`src/rtl/data_ram_arbiter_pkg.sv`:
```
// Shared definitions for the data RAM arbiter slice.
//   - bus-width defaults for the requester / RAM ports
//   - port encoding (DATA_RAM_PORT_P0 / DATA_RAM_PORT_P1)
//   - request bus width helper and the default starvation limit
package data_ram_arbiter_pkg;

    localparam int DRAM_ADDR_W     = 32;
    localparam int DRAM_DATA_W     = 32;
    localparam int DRAM_STARVE_MAX = 4;

    typedef enum logic {
        DATA_RAM_PORT_P0 = 1'b0,
        DATA_RAM_PORT_P1 = 1'b1
    } data_ram_port_e;

    // Width of a packed {we, addr, wdata} request bus.
    function automatic int req_bus_w(input int addr_w, input int data_w);
        return data_w / 8 + addr_w + data_w;
    endfunction

    localparam int DRAM_REQ_BUS_W = req_bus_w(DRAM_ADDR_W, DRAM_DATA_W);

endpackage

```
`src/rtl/data_ram_rsp_buf.sv`:
```
// Single-entry valid/ready holding register for one port's read response.
// Ports:
//   clk, reset      clock, async active-high reset
//   fill            load fill_data this cycle (read data returning from RAM)
//   fill_data       RAM read data
//   rsp_ready       consumer takes the held data this cycle
//   rsp_valid       held data present
//   rsp_rdata       held data; stable until taken
module data_ram_rsp_buf #(
    parameter int DATA_W = 32
) (
    input  logic              clk,
    input  logic              reset,
    input  logic              fill,
    input  logic [DATA_W-1:0] fill_data,
    input  logic              rsp_ready,
    output logic              rsp_valid,
    output logic [DATA_W-1:0] rsp_rdata
);

    // A fill in the same cycle as a drain wins: the new data is held.
    always_ff @(posedge clk or posedge reset) begin
        if (reset) begin
            rsp_valid <= 1'b0;
            rsp_rdata <= '0;
        end else if (fill) begin
            rsp_valid <= 1'b1;
            rsp_rdata <= fill_data;
        end else if (rsp_valid && rsp_ready) begin
            rsp_valid <= 1'b0;
        end
    end

endmodule

```
`src/rtl/data_ram_arbiter.sv`:
```
// Two-port arbiter in front of a single-port synchronous data RAM.
// Port 0 is the pipeline load/store port and has priority; port 1
// (debug/DMA/loader) is forced through after STARVE_MAX consecutive
// denied cycles. The request is steered to the RAM combinationally; read
// data (1-cycle RAM latency) is captured into a per-port response buffer.
// Ports:
//   clk, reset                         clock, async active-high reset
//   pN_req_valid/ready/we/addr/wdata   request channel, we==0 means read
//   pN_rsp_valid/ready/rdata           read response channel
//   ram_en/we/addr/wdata, ram_rdata    RAM macro interface
// Optional: define DATA_RAM_ARB_STAT_EN to add wrapping 32-bit counters
//   stat_p0_grants, stat_p1_grants, stat_conflicts (both ports eligible).
module data_ram_arbiter
    import data_ram_arbiter_pkg::*;
#(
    parameter int ADDR_W     = DRAM_ADDR_W,
    parameter int DATA_W     = DRAM_DATA_W,
    parameter int STARVE_MAX = DRAM_STARVE_MAX
) (
    input  logic                clk,
    input  logic                reset,
    input  logic                p0_req_valid,
    output logic                p0_req_ready,
    input  logic [DATA_W/8-1:0] p0_req_we,
    input  logic [ADDR_W-1:0]   p0_req_addr,
    input  logic [DATA_W-1:0]   p0_req_wdata,
    output logic                p0_rsp_valid,
    input  logic                p0_rsp_ready,
    output logic [DATA_W-1:0]   p0_rsp_rdata,
    input  logic                p1_req_valid,
    output logic                p1_req_ready,
    input  logic [DATA_W/8-1:0] p1_req_we,
    input  logic [ADDR_W-1:0]   p1_req_addr,
    input  logic [DATA_W-1:0]   p1_req_wdata,
    output logic                p1_rsp_valid,
    input  logic                p1_rsp_ready,
    output logic [DATA_W-1:0]   p1_rsp_rdata,
`ifdef DATA_RAM_ARB_STAT_EN
    output logic [31:0]         stat_p0_grants,
    output logic [31:0]         stat_p1_grants,
    output logic [31:0]         stat_conflicts,
`endif
    output logic                ram_en,
    output logic [DATA_W/8-1:0] ram_we,
    output logic [ADDR_W-1:0]   ram_addr,
    output logic [DATA_W-1:0]   ram_wdata,
    input  logic [DATA_W-1:0]   ram_rdata
);

    localparam int BE_W = DATA_W / 8;
    localparam int SC_W = $clog2(STARVE_MAX + 1);

    logic [1:0]             req_valid, rsp_ready, rsp_valid;
    logic [1:0]             buf_free, eligible, grant, fill;
    logic [1:0][BE_W-1:0]   req_we;
    logic [1:0][ADDR_W-1:0] req_addr;
    logic [1:0][DATA_W-1:0] req_wdata, rsp_rdata;

    logic [SC_W-1:0]        starve_cnt;
    logic                   starve_hit;
    logic                   inflight;
    data_ram_port_e         inflight_port, gnt_port;
    logic                   gnt_is_read;

    assign req_valid = {p1_req_valid, p0_req_valid};
    assign req_we    = {p1_req_we, p0_req_we};
    assign req_addr  = {p1_req_addr, p0_req_addr};
    assign req_wdata = {p1_req_wdata, p0_req_wdata};
    assign rsp_ready = {p1_rsp_ready, p0_rsp_ready};

    for (genvar g = 0; g < 2; g++) begin : g_port
        // The buffer can take a new read only if it will be empty when the
        // data returns and no read for this port is already on its way.
        assign fill[g]     = inflight && (inflight_port == data_ram_port_e'(g));
        assign buf_free[g] = (!rsp_valid[g] || rsp_ready[g]) && !fill[g];
        assign eligible[g] = !reset && req_valid[g] && ((|req_we[g]) || buf_free[g]);

        data_ram_rsp_buf #(.DATA_W(DATA_W)) u_rsp_buf (
            .clk       (clk),
            .reset     (reset),
            .fill      (fill[g]),
            .fill_data (ram_rdata),
            .rsp_ready (rsp_ready[g]),
            .rsp_valid (rsp_valid[g]),
            .rsp_rdata (rsp_rdata[g])
        );
    end

    assign starve_hit = (starve_cnt == SC_W'(STARVE_MAX));
    assign grant[1]   = eligible[1] && (!eligible[0] || starve_hit);
    assign grant[0]   = eligible[0] && !grant[1];
    assign gnt_port   = grant[1] ? DATA_RAM_PORT_P1 : DATA_RAM_PORT_P0;

    assign p0_req_ready = grant[0];
    assign p1_req_ready = grant[1];
    assign p0_rsp_valid = rsp_valid[0];
    assign p1_rsp_valid = rsp_valid[1];
    assign p0_rsp_rdata = rsp_rdata[0];
    assign p1_rsp_rdata = rsp_rdata[1];

    assign ram_en      = |grant;
    assign ram_we      = ram_en ? req_we[gnt_port] : '0;
    assign ram_addr    = req_addr[gnt_port];
    assign ram_wdata   = req_wdata[gnt_port];
    assign gnt_is_read = ram_en && !(|req_we[gnt_port]);

    always_ff @(posedge clk or posedge reset) begin
        if (reset) begin
            inflight      <= 1'b0;
            inflight_port <= DATA_RAM_PORT_P0;
            starve_cnt    <= '0;
        end else begin
            inflight      <= gnt_is_read;
            inflight_port <= gnt_port;
            if (grant[1] || !p1_req_valid)
                starve_cnt <= '0;
            else if (eligible[1] && grant[0] && !starve_hit)
                starve_cnt <= starve_cnt + SC_W'(1);
        end
    end

`ifdef DATA_RAM_ARB_STAT_EN
    always_ff @(posedge clk or posedge reset) begin
        if (reset) begin
            stat_p0_grants <= '0;
            stat_p1_grants <= '0;
            stat_conflicts <= '0;
        end else begin
            if (grant[0])     stat_p0_grants <= stat_p0_grants + 32'd1;
            if (grant[1])     stat_p1_grants <= stat_p1_grants + 32'd1;
            if (&eligible)    stat_conflicts <= stat_conflicts + 32'd1;
        end
    end
`endif

endmodule

```
`config.mk`:
```
export PLATFORM = sky130hd
export DESIGN_NAME = data_ram_arbiter
export DESIGN_NICKNAME = d
export VERILOG_FILES = /design/src/rtl/data_ram_arbiter_pkg.sv /design/src/rtl/data_ram_rsp_buf.sv /design/src/rtl/data_ram_arbiter.sv
export SDC_FILE = /design/constraint.sdc
export NUM_CORES = 1
export LEC_CHECK = 0
export ABC_AREA = 1
export BUFFER_PORTS_ARGS = -buffer_cell sky130_fd_sc_hd__clkbuf_2
export CAP_MARGIN = 20
export CORE_AREA = 2 2 121 123
export DETAILED_ROUTE_END_ITERATION = 10
export DIE_AREA = 0 0 123 125
export REMOVE_ABC_BUFFERS = 1
export SYNTH_ARGS = -nofsm -noshare
export SYNTH_HDL_FRONTEND = slang
export SYNTH_SLANG_ARGS = --single-unit
```
`constraint.sdc`:
```
create_clock -name clk -period 4.7 [get_ports clk]
set_input_delay 0.235 -clock clk [delete_from_list [all_inputs] [get_ports clk]]
set_output_delay 0.235 -clock clk [all_outputs]
set_load 0.005 [all_outputs]
```
**After elaboration in Yosys (flattened, before gate mapping)**

Index checks and enable logic that the tools add are counted.

- Add/subtract/negate cells: 1
- Multipliers: 0
- Divide/modulo/power cells: 0
- Order comparisons: 1
- Eq/ne operators: 1
- Shift-type cells: 0
- Muxes and demuxes: 14
- Bitwise gates (word level): 1
- Reductions and logical operators: 38

Operators with widths:

| kind | number |
|---|---|
| $mux 32 | 4 |
| $logic_and 1x1->1 | 15 |
| $mux 4 | 3 |
| $reduce_or 4->1 | 3 |
| $logic_not 1->1 | 10 |
| $logic_or 1x1->1 | 6 |
| $mux 3 | 2 |
| $reduce_bool 2->1 | 3 |
| $mux 1 | 5 |
| $add 3x1->3 const B | 1 |
| $eq 3x3->1 const B | 1 |
| $lt 1x2->1 const B | 1 |
| $reduce_or 2->1 | 1 |
| $not 1->1 | 1 |

- Register bits after elaboration: 71
- Bits in latches: 0
- Bits in writable memories: 0
- ROM bits: 0
- Input bits: 174
- Output and inout port bits: 137
- Word-level logic and storage cells: 63
- Memories kept: 0

**Logic depth before layout (Yosys ltp)**

- Depth in word-level cells: 15
- Depth in mapped cells: 11
- Gate-level depth less buffers: 10

**Hierarchy**

Synthesis repeated with hierarchy kept, for this count alone.

- Cells, all modules: 565
- Area, all modules: 3,955.0 µm²

By module, submodules not included:

| module | instances | cells each | area an instance (µm²) | seq. area each (µm²) |
|---|---|---|---|---|
| data_ram_rsp_buf | 2 | 141 | 1,330.0 | 825.8 |
| data_ram_arbiter | 1 | 283 | 1,295.0 | 125.1 |

**Worst setup path after synthesis**

Ideal clock, no wire load.

- Kind: input -> output
- Start point: input reset
- End point: output ram_addr[23]
- Arrival: 2.802 ns
- Required time: 4.465 ns
- Setup slack: 1.663 ns
- Stages: 9
- Cell sequence: inv_1 -> nand2_1 -> a21oi_4 -> nand2_4 -> inv_2 -> buf_6 -> buf_6 -> nand2_1 -> nand2_1

- Longest elaborated chain between the ends: 9

RTL lines:

| item | line | RTL |
|---|---|---|
| from (decl) | data_ram_arbiter.sv:21 | `input logic reset,` |
| $logic_not 1->1 (no line) * | n/a |  |
| $logic_and 1x1->1 (2 in series) | data_ram_arbiter.sv:76 | `assign eligible[g] = !reset && req_valid[g] && ((\|req_we[g]) \|\| buf_free[g]);` |
| $logic_not 1->1 | data_ram_arbiter.sv:90 | `assign grant[1] = eligible[1] && (!eligible[0] \|\| starve_hit);` |
| $logic_or 1x1->1 | data_ram_arbiter.sv:90 |  |
| $logic_and 1x1->1 * | data_ram_arbiter.sv:90 |  |
| $mux 1 * | data_ram_arbiter.sv:92 | `assign gnt_port = grant[1] ? DATA_RAM_PORT_P1 : DATA_RAM_PORT_P0;` |
| $mux 32 (not written as such) * (2 in series) | data_ram_arbiter.sv:103 | `assign ram_addr = req_addr[gnt_port];` |
| to (decl) | data_ram_arbiter.sv:45 | `output logic [ADDR_W-1:0] ram_addr,` |

Mark *: on every way between the ends. The rest lies on a longest branch, timed or not. The select of a mux whose other input is x is not followed.

**Worst setup path in the final report**

- Start point: register inflight
- End point: output ram_addr[28]

- Longest elaborated chain between the ends: 11

RTL lines:

| item | line | RTL |
|---|---|---|
| from (decl) | data_ram_arbiter.sv:61 | `logic inflight;` |
| from (signal assigned) | data_ram_arbiter.sv:113 | `inflight <= gnt_is_read;` |
| $logic_and 1x1->1 | data_ram_arbiter.sv:74 | `assign fill[g] = inflight && (inflight_port == data_ram_port_e'(g));` |
| $logic_not 1->1 | data_ram_arbiter.sv:75 | `assign buf_free[g] = (!rsp_valid[g] \|\| rsp_ready[g]) && !fill[g];` |
| $logic_and 1x1->1 | data_ram_arbiter.sv:75 |  |
| $logic_or 1x1->1 | data_ram_arbiter.sv:76 |  |
| $logic_and 1x1->1 | data_ram_arbiter.sv:76 |  |
| $logic_not 1->1 | data_ram_arbiter.sv:90 |  |
| $logic_or 1x1->1 | data_ram_arbiter.sv:90 |  |
| $logic_and 1x1->1 * | data_ram_arbiter.sv:90 |  |
| $mux 1 * | data_ram_arbiter.sv:92 |  |
| $mux 32 (not written as such) * (2 in series) | data_ram_arbiter.sv:103 |  |

Marked as above.

==> results.py <==
metrics = {
    "placement": {
        "placed_cell_area_sq_mm": 0.00532,
        "gp_congestion": 0.987,
        "dp.cells": 990,
        "port_buffers": 310,
        "post-place-ws_ps": 1770,
        "dp_hpwl_microns": 12300,
    },
    "setup_path": {
        "arrival_ps": 3020,
        "critPathRequiredTime_ps": 4470,
        "critPathLaunchType": "flop",
        "cp_slowest_cell": "inv_2",
        "path_delay_family": "buffers and inverters",
        "worst-path-max-fanout": 71,
        "path_buf_inv": 3,
        "reg2reg_slack_ps": 2370,
        "crit_top_cell": "nand2_1",
        "regToRegStartpoint": "starve_cnt[0]",
        "cp_cell_sequence": "nand2_2 -> o21ai_2 -> a21oi_4 -> nand2_4 -> inv_2 -> buf_4 -> nand2_1 -> nand2_1 -> clkbuf_2",
        "crit_type": "flop to output pin",
        "ff2ff_path_depth": 9,
        "r2r_end": "starve_cnt[1]",
        "endpoint_kind": "output pin",
        "startpoint": "inflight",
        "max_stage_delay_ps": 740,
    },
    "clock_tree": {
        "cts_sinks": 71,
        "hold_buffers": 0,
        "cts_buffers": 9,
        "path_clk_slew_ps": 60,
        "htreeDepth": 3,
        "cts_tree": "done",
        "cts_resized": 0,
        "post_cts.repair.setup_buffers": 0,
        "cts_root_buf": "clkbuf_16",
        "clk_latency_ps": 320,
        "cts_max_path_buffers": 2,
    },
    "sta": {
        "skew_ps": 6.78,
        "relSlewSlack_pct": 40.7,
        "min_period_over_period_pct": 69.3,
        "timing.fmax_mhz": 307,
        "setup_ws_ps": 1440,
        "finalMaxSlewViolations": 0,
        "hold_violations": 0,
        "hold_ws_ps": 125,
        "worst_slew_pin_slew_ps": 889,
        "fin_tns_setup_ps": 0,
        "finalSetupViolCount": 0,
        "min_period_ps": 3260,
        "rsz0062_at_grt": "no",
    },
    "drt": {
        "vias": 4253,
        "drc": 0,
        "drtPass1Iterations": 4,
        "postRouteAntennaNets": 0,
        "post_drt_wl_per_cell_microns": 14.9,
        "routed_via_density": 4.23,
        "routed_wl_microns": 15000,
        "first_iter_violations": 217,
    },
    "power": {
        "finalPower_mw": 2.08,
        "ir_worst_vdd_v": 0.000178,
        "p_switching_uw": 607,
        "power_frac_clock_pct": 32.3,
        "p_comb_share_pct": 26.9,
        "power_density_mw_per_mm2": 370,
        "p_leak_nw": 3.55,
        "p_int_mw": 1.47,
        "p_sw_share_pct": 29.1,
        "pwr-share-seq_pct": 40.7,
    },
    "yosys": {
        "synth.largest_area_cell": "dfrtp_1",
        "ys_types": 20,
        "synth_area_leaders": "dfrtp_1, nand2_1, o21ai_0",
        "synth.top_cells.by_count": "nand2_1, dfrtp_1, o21ai_0",
        "synth_seq_cells": 71,
        "syn-cell-area_sq_mm": 0.00367,
        "synth_cells": 520,
        "seq_area_frac_synth_pct": 48.4,
        "yosysMostFrequentCell": "nand2_1",
        "synth_top_area_share_pct": 48.4,
        "synth_edf_count": 0,
        "synth_flop_cell": "dfrtp_1",
        "synth-async-reset-ratio_pct": 100,
        "avgSynthCellArea_sq_um": 7.05,
        "yosys_warnings": 0,
    },
    "floorplan": {
        "fp-row-count": 44,
        "initial_core_util_pct": 25.8,
        "die_h_microns": 125,
        "core_area_sq_mm": 0.0142,
        "io_pins": 311,
        "chipWidth_microns": 123,
        "die_area_sq_mm": 0.0154,
    },
    "grt": {
        "grt_pass1_vias": 4032,
        "grt_pass1_wl_microns": 22100,
        "antenna_found_initial": 0,
        "grt_usage_pct": 19.0,
        "gr-total-overflow": 0,
        "grt_max_degree": 72,
    },
    "cells_and_area": {
        "drive_above_1_share_pct": 41.0,
        "stdcell_area_sq_mm": 0.00562,
        "layout.cells.non_filler": 1005,
        "nets": 993,
        "diodes": 0,
        "area_delta_synth_final_pct": 53.3,
        "postLayoutCoreUtil_pct": 39.6,
    },
    "min_path": {
        "hold_class": "primary input to flop",
        "min_from": "p1_rsp_ready",
        "whs_path_depth": 2,
        "worstHoldEndpoint": "g_port[1].u_rsp_buf.rsp_valid",
    },
    "status": {
        "outcome": "finished clean",
    },
    "run": {
        "max-cap-violations": 0,
    },
}
[worst max-delay path by stage]
stage | to | slack, ps | cells past startpoint
2_1_floorplan | ram_addr[0] | 1000 | 7
3_3_place_gp | ram_addr[28] | 1790 | 9
3_5_place_dp | ram_addr[28] | 1770 | 9
4_1_cts | ram_addr[28] | 1410 | 9
5_1_grt | ram_addr[18] | 1150 | 11
6_report | ram_addr[28] | 1440 | 9
[state kept, by name, summed over array words and instances (netlist names)]
register / flops
inflight: 1
inflight_port: 1
g_port.u_rsp_buf.rsp_rdata: 64
g_port.u_rsp_buf.rsp_valid: 2
starve_cnt: 3
[power groups by stage]
| stage | Clock [mW] | Combinational [mW] | Sequential [mW] |
|---|---|---|---|
| 2_1_floorplan | 0 | 0.203 | 0.869 |
| 3_3_place_gp | 0 | 0.570 | 0.850 |
| 3_5_place_dp | 0 | 0.572 | 0.859 |
| 4_1_cts | 0.695 | 0.573 | 0.849 |
| 5_1_grt | 0.717 | 0.644 | 0.871 |
| 6_report | 0.673 | 0.560 | 0.848 |
[cell usage in the layout, fill, tap and decap left out]
| cell | count |
|---|---|
| inv_2 | 2 |
| a21oi_4 | 1 |
| clkbuf_1 | 1 |
| nand3_1 | 6 |
| o21ai_2 | 1 |
| ha_1 | 2 |
| nand3_2 | 1 |
| nor2_1 | 10 |
| nand2_4 | 1 |
| clkbuf_2 | 310 |
| clkbuf_8 | 2 |
| clkinvlp_4 | 1 |
| dfrtp_1 | 71 |
| bufinv_16 | 1 |
| o21ai_1 | 2 |
| clkbuf_16 | 9 |
| nor2_4 | 1 |
| inv_1 | 49 |
| clkinv_2 | 1 |
| buf_4 | 4 |
| nand2_2 | 2 |
| nand2_1 | 276 |
| o21ai_0 | 66 |
| a21oi_1 | 1 |
[per-layer routing]
layer	vias up	part of all wire, %	track usage, %
met3	15	11	6.75
met5	-	0	0
met2	198	48	32.1
met1	1870	39	22.4
met4	0	2.2	5.55
li1	2170	-	-
[logic make-up (layout without fill, tap and decap cells)]
| kind of cell | Yosys count | count (layout) | synth area share (%) |
|---|---|---|---|
| adder cells (fa/ha/maj) | 2 | 2 | 0.682 |
| AND/OR/NAND/NOR | 297 | 297 | 31.2 |
| buffers and inverters | 79 | 380 | 9.62 |
| AO/OA/AOI/OAI | 71 | 71 | 10.1 |
| flip-flops | 71 | 71 | 48.4 |
[layout make-up]
cell class	instances	area [sq um]
repair buffers	314	1580
fillers	1592	8580
multi-input cells	370	1540
clock buffers	12	256
well taps	184	230
clock inverters	3	42.5
inverters	51	191
flip-flops and latches	71	1780
No activity file was read; power rests on OpenSTA's default activity.
